<file path="src/rtl/rawp_stream_writer.sv">
// Ring writer feeding the DMA RAM raw port B from a 32-bit valid/ready stream; optional irq via RAWP_WRITER_IRQ_EN.
// Latency: rawp write is registered the clock after the stream handshake; stall-based error lands two clocks later.
// Backpressure: s_ready_o drops when the ring holds len-1 words or the block is not in RUN.
module rawp_stream_writer #(
    parameter int WB_ADDR_WIDTH = 12,
    parameter int LEN_WIDTH     = WB_ADDR_WIDTH - 2
) (
    input  logic                     clk_i,
    input  logic                     rst_i,
    input  logic                     s_valid_i,
    input  logic [31:0]              s_data_i,
    output logic                     s_ready_o,
    input  logic                     cfg_en_i,
    input  logic [LEN_WIDTH-1:0]     cfg_base_i,
    input  logic [LEN_WIDTH-1:0]     cfg_len_i,
    input  logic [LEN_WIDTH-1:0]     cfg_wmark_i,
    input  logic [LEN_WIDTH-1:0]     rd_ptr_i,
    input  logic                     rd_ptr_we_i,
    output logic [WB_ADDR_WIDTH-1:0] rawp_adr_o,
    output logic [31:0]              rawp_dat_o,
    output logic                     rawp_we_o,
    input  logic                     rawp_stall_i,
    output logic [LEN_WIDTH-1:0]     wr_ptr_o,
    output logic [LEN_WIDTH-1:0]     level_o,
    output logic                     err_o,
    output logic                     irq_o
);
    typedef enum logic [1:0] {IDLE, RUN, DRAIN, ERR} state_t;

    localparam logic [LEN_WIDTH-1:0] ONE = LEN_WIDTH'(1);

    state_t                   state_q, state_d;
    logic [LEN_WIDTH-1:0]     base_q, base_d, len_q, len_d;
    logic [LEN_WIDTH-1:0]     wr_ptr_q, wr_ptr_d, rd_ptr_q, rd_ptr_d;
    logic [LEN_WIDTH-1:0]     level_q, level_d, slot;
    logic [WB_ADDR_WIDTH-1:0] adr_q, adr_d;
    logic [31:0]              dat_q, dat_d;
    logic                     we_q, we_d, we_dly_q, err_q, err_d, irq_q, irq_d;
    logic                     full, ready, accept, err_det, rd_load;
`ifdef RAWP_WRITER_IRQ_EN
    logic [LEN_WIDTH-1:0]     wmark_q, wmark_d;
`else
    logic [LEN_WIDTH-1:0]     unused_wmark;
    assign unused_wmark = cfg_wmark_i;
`endif

    function automatic logic [LEN_WIDTH-1:0] calc_level(input logic [LEN_WIDTH-1:0] wr,
                                                        input logic [LEN_WIDTH-1:0] rd,
                                                        input logic [LEN_WIDTH-1:0] len);
        return (wr >= rd) ? (wr - rd) : (wr + len - rd);
    endfunction

    always_comb begin
        // level_q always equals the level of the current pointers, so it doubles as the full check
        full    = (level_q == len_q - ONE);
        ready   = (state_q == RUN) && !full;
        accept  = s_valid_i && ready;
        err_det = we_dly_q && rawp_stall_i && ((state_q == RUN) || (state_q == DRAIN));
        rd_load = (state_q == RUN) && rd_ptr_we_i && (rd_ptr_i < len_q);
        slot    = base_q + wr_ptr_q;

        state_d = state_q;
        base_d  = base_q;
        len_d   = len_q;
`ifdef RAWP_WRITER_IRQ_EN
        wmark_d = wmark_q;
`endif
        case (state_q)
            IDLE: begin
                if (cfg_en_i) begin
                    state_d = RUN;
                    base_d  = cfg_base_i;
                    len_d   = cfg_len_i;
`ifdef RAWP_WRITER_IRQ_EN
                    wmark_d = cfg_wmark_i;
`endif
                end
            end
            RUN:     if (err_det) state_d = ERR; else if (!cfg_en_i) state_d = DRAIN;
            DRAIN:   state_d = err_det ? ERR : IDLE;
            ERR:     if (!cfg_en_i) state_d = IDLE;
            default: state_d = IDLE;
        endcase

        wr_ptr_d = wr_ptr_q;
        rd_ptr_d = rd_ptr_q;
        if (accept) wr_ptr_d = (wr_ptr_q == len_q - ONE) ? '0 : wr_ptr_q + ONE;
        if (rd_load) rd_ptr_d = rd_ptr_i;
        if (state_d == IDLE) begin
            wr_ptr_d = '0;
            rd_ptr_d = '0;
        end
        level_d = calc_level(wr_ptr_d, rd_ptr_d, len_d);

        we_d  = accept;
        adr_d = adr_q;
        dat_d = dat_q;
        if (accept) begin
            adr_d = WB_ADDR_WIDTH'({slot, 2'b00});
            dat_d = s_data_i;
        end

        err_d = (state_d == ERR);
`ifdef RAWP_WRITER_IRQ_EN
        irq_d = ((state_q == RUN) && (level_q >= wmark_q) && (wmark_q != '0)) || err_q;
`else
        irq_d = 1'b0;
`endif
    end

    always_ff @(posedge clk_i) begin
        if (rst_i) begin
            state_q  <= IDLE;
            base_q   <= '0;
            len_q    <= '0;
            wr_ptr_q <= '0;
            rd_ptr_q <= '0;
            level_q  <= '0;
            adr_q    <= '0;
            dat_q    <= '0;
            we_q     <= 1'b0;
            we_dly_q <= 1'b0;
            err_q    <= 1'b0;
            irq_q    <= 1'b0;
`ifdef RAWP_WRITER_IRQ_EN
            wmark_q  <= '0;
`endif
        end else begin
            state_q  <= state_d;
            base_q   <= base_d;
            len_q    <= len_d;
            wr_ptr_q <= wr_ptr_d;
            rd_ptr_q <= rd_ptr_d;
            level_q  <= level_d;
            adr_q    <= adr_d;
            dat_q    <= dat_d;
            we_q     <= we_d;
            we_dly_q <= we_q;
            err_q    <= err_d;
            irq_q    <= irq_d;
`ifdef RAWP_WRITER_IRQ_EN
            wmark_q  <= wmark_d;
`endif
        end
    end

    assign s_ready_o  = ready;
    assign rawp_adr_o = adr_q;
    assign rawp_dat_o = dat_q;
    assign rawp_we_o  = we_q;
    assign wr_ptr_o   = wr_ptr_q;
    assign level_o    = level_q;
    assign err_o      = err_q;
    assign irq_o      = irq_q;
endmodule

</file>
<file path="config.mk">
export PLATFORM = sky130hd
export DESIGN_NAME = rawp_stream_writer
export DESIGN_NICKNAME = d
export VERILOG_FILES = /design/src/rtl/rawp_stream_writer.sv
export SDC_FILE = /design/constraint.sdc
export NUM_CORES = 1
export LEC_CHECK = 0
export BUFFER_PORTS_ARGS = -buffer_cell sky130_fd_sc_hd__buf_4
export CORE_MARGIN = 2
export CORE_UTILIZATION = 50
export CTS_CLUSTER_DIAMETER = 200
export DETAILED_ROUTE_END_ITERATION = 12
export PLACE_DENSITY = 0.83
export SETUP_SLACK_MARGIN = 0.3
export SLEW_MARGIN = 10
export SYNTH_ARGS = -nofsm -noshare
export SYNTH_HDL_FRONTEND = slang
export SYNTH_SLANG_ARGS = --single-unit
</file>
<file path="constraint.sdc">
create_clock -name clk_i -period 14.4 [get_ports clk_i]
set_input_delay 1.44 -clock clk_i [delete_from_list [all_inputs] [get_ports clk_i]]
set_output_delay 1.44 -clock clk_i [all_outputs]
set_load 0.03 [all_outputs]
</file>
==> reports/metrics.yaml <==
clock_network:
  clk_latency_ps: 350
  cts-root-buf: "clkbuf_16"
  clock-sinks: 97
  h-tree-depth: 3
  postCtsSetupBuffers: 0
  clockBufferDepth: 2
  holdBufCountCts: 0
  cts_resized: 0
  cts_tree: "yes"
  clkTransAtPathRegs_ps: 70
  cts_buffers: 9
critical_path:
  arrival_ps: 7200
  cp-end-kind: "register"
  endpoint: "level_o[9]"
  cp_slowest_stage_delay_ps: 630
  cp_cell_sequence: "inv_1 -> ha_1 -> nor4b_1 -> nand2_1 -> a2111o_1 -> a2111oi_2 -> a21o_2 -> buf_4 -> mux2i_1 -> or2_2 -> fa_1 -> inv_1 -> ha_1 -> a21o_1 -> a211oi_1 -> o21ai_0 -> a31o_2 -> a21oi_1 -> xnor2_1 -> xor2_1 -> or4b_1 -> o311ai_1"
  ff2ff_path_depth: 22
  r2r_end: "level_o[9]"
  setup.worst_path.start: "len_q[0]"
  critical_path.startpoint_type: "register"
  path_class: "register to register"
  cp.required_ps: 14660
  r2r_start: "len_q[0]"
  cp_max_fo: 54
  cp_slowest_cell: "nor4b_1"
  ff2ff_setup_slack_ps: 7460
placed_design:
  hpwl_mm: 10.7
  dp_cells: 928
  port_buffers: 132
  dpl_worst_slack_ps: 7640
  gp_congestion: 0.875
layout:
  finish.net_count: 929
  final_common_cell: "buf_4"
  drive_gt1_frac: 0.215
  n_antenna_cell: 0
  finalNonFillerCells: 943
  area_growth_syn_to_layout_pct: 22.8
  final_cell_mix: "buf_4 (136), nor2_1 (108), dfxtp_1 (97)"
  final_util: 0.628
synth:
  postSynthAreaPerCell_sq_um: 8.62
  synthTopCellsByArea: "dfxtp_1 (33%), ha_1 (9.4%), mux2i_1 (9.4%), nor2_1 (6.9%), xnor2_1 (5.4%)"
  synth_area_sq_mm: 0.00584
  ys_seq_area_frac: 0.333
  synth_compound_area_frac: 0.118
  synth_xor_area_frac: 0.0810
  synthMuxAreaShare: 0.0962
  yosys.area_share.simple: 0.183
  yosys_register_bits: 97
  synth_ff_type: "dfxtp_1"
  synth_cell_types: 57
  synth_top_family_by_area: "simple AND/OR/NAND/NOR gates"
  synthAdderAreaFrac: 0.132
  synthArstFlopShare: 0
  synthCells: 677
  yosysWarningCount: 0
  yosysTopAreaCell: "dfxtp_1"
  synth_top_area_share: 0.333
  synth-edff-count: 0
sta:
  relSlewSlack: 0.344
  period_needed_ps: 6940
  grt_setup_unrepaired: "no"
  finalSetupTns_ps: 0
  finalHoldViolCount: 0
  worst-slew-pin-transition_ps: 984
  report.final.slew_viol_count: 0
  fin_worst_skew_ps: 8.90
  setup_violations: 0
  fmaxAchievable_mhz: 144
  postLayoutSetupSlackWorst_ps: 7460
  period_share: 0.482
floorplanning:
  die-width_um: 112
  fp.dieH_um: 112
  num_io_pins: 146
  core_sq_mm: 0.0114
  row_count: 39
  dieArea_sq_mm: 0.0126
  start_util: 0.511
route:
  wl_per_cell_um: 15.2
  vias_per_cell: 5.41
  antenna_left: 0
  drt-total-wl_mm: 14.3
  drc: 0
  vias: 5100
  firstDrtPassIters: 7
  initialDrtViolationCount: 252
pwr:
  p_per_area_mw_per_mm2: 102
  peakVddDrop_mv: 0.0778
  p_leak_nw: 3.58
global_route:
  antenna_found_initial: 0
  grt_pass1_vias: 4916
  grt_util_all_layers: 0.229
  grt_first_pass_wirelength_mm: 23.4
  grt_max_degree: 96
  overflow: 0
status:
  status: "complete, no violations"
worst_hold_path:
  whs_path_depth: 2
  hp-class: "register to register"
run:
  drv_cap: 0
==> flip-flops by register name, indices dropped and copies added, names as in the netlist <==
signal / cells
base_q: 10
err_o: 1
len_q: 10
level_o: 10
rawp_adr_o: 10
rawp_dat_o: 32
rawp_we_o: 1
rd_ptr_q: 10
state_q: 2
we_dly_q: 1
wr_ptr_o: 10
==> cell type report <==
cell class                      instances  area (sq um)
Fill cell                            1020          4250
Clock buffer                           12           246
Timing Repair Buffer                  136          1020
Tap cell                              143           179
Clock inverter                          3          25.0
Inverter                               48           180
Multi-Input combinational cell        504          3570
Sequential cell                        97          1940
==> power by group <==
group / total, mW / leakage, nW / switching (mW) / internal, mW
combinational: 0.205 / 2.67 / 0.114 / 0.0910
clock: 0.229 / 0.129 / 0.107 / 0.122
sequential: 0.296 / 0.788 / 0.0140 / 0.282
==> logic make-up (layout without fill, tap and decap cells) <==
logic type / Yosys count / in the layout
buffers and inverters: 78 / 199
AO/OA/AOI/OAI: 107 / 107
flip-flops: 97 / 97
XOR/XNOR: 54 / 54
multiplexers: 56 / 56
adder cells (fa/ha/maj): 55 / 55
AND/OR/NAND/NOR: 229 / 229
other: 1 / 3
==> cell usage after synthesis (7+ instances only) <==
library cell  number
o21ai_0           21
nor2b_1           10
fa_1              11
nor3_1             9
a21o_1            14
nand2_1           42
or2_2             16
nor2_1           108
inv_1             48
dfxtp_1           97
xnor2_1           36
xor2_1            18
ha_1              44
a21oi_1           38
mux2i_1           55
clkbuf_1          17
nand4_1            7
==> critical path, delay by kind of cell (launching register included) <==
kind | cells | cell delay (ps)
AOI/OAI and AO/OA | 9 | 2400
and+or+nand+nor | 4 | 1780
adders and majority gates | 3 | 1030
buffers and inverters | 3 | 790
DFF | 1 | 390
xor gates and xnor gates | 2 | 290
muxes | 1 | 150
==> stage by stage <==
| step | total power [mW] | hold WS, ps | instance area, sq um |
|---|---|---|---|
| global placement | 0.501 | 447 | 6900 |
| detailed placement | 0.505 | 453 | 6900 |
| finish | 0.730 | 460 | 7170 |
| floorplan | 0.447 | 440 | 5840 |
| global route | 0.770 | 485 | 7170 |
| CTS | 0.733 | 462 | 7170 |
==> routing by layer <==
layer  wire [um]  global-route usage  share of wire  vias up
met2        6570               0.359           0.46      165
li1            -                   -              -     2519
met4         533               0.111          0.037        0
met1        6260               0.302           0.44     2383
met5           0                   0              0        -
met3         955              0.0502          0.067       33
==> worst min-delay path by stage <==
stage | end | slack [ps] | start
3_3_place_gp | base_q[0] | 450 | base_q[0]
3_5_place_dp | base_q[0] | 450 | base_q[0]
5_1_grt | we_dly_q | 480 | rawp_we_o
2_1_floorplan | base_q[0] | 440 | base_q[0]
4_1_cts | base_q[0] | 460 | base_q[0]
6_report | base_q[6] | 460 | base_q[6]
Note: power is estimated with default switching activity, not from simulation.
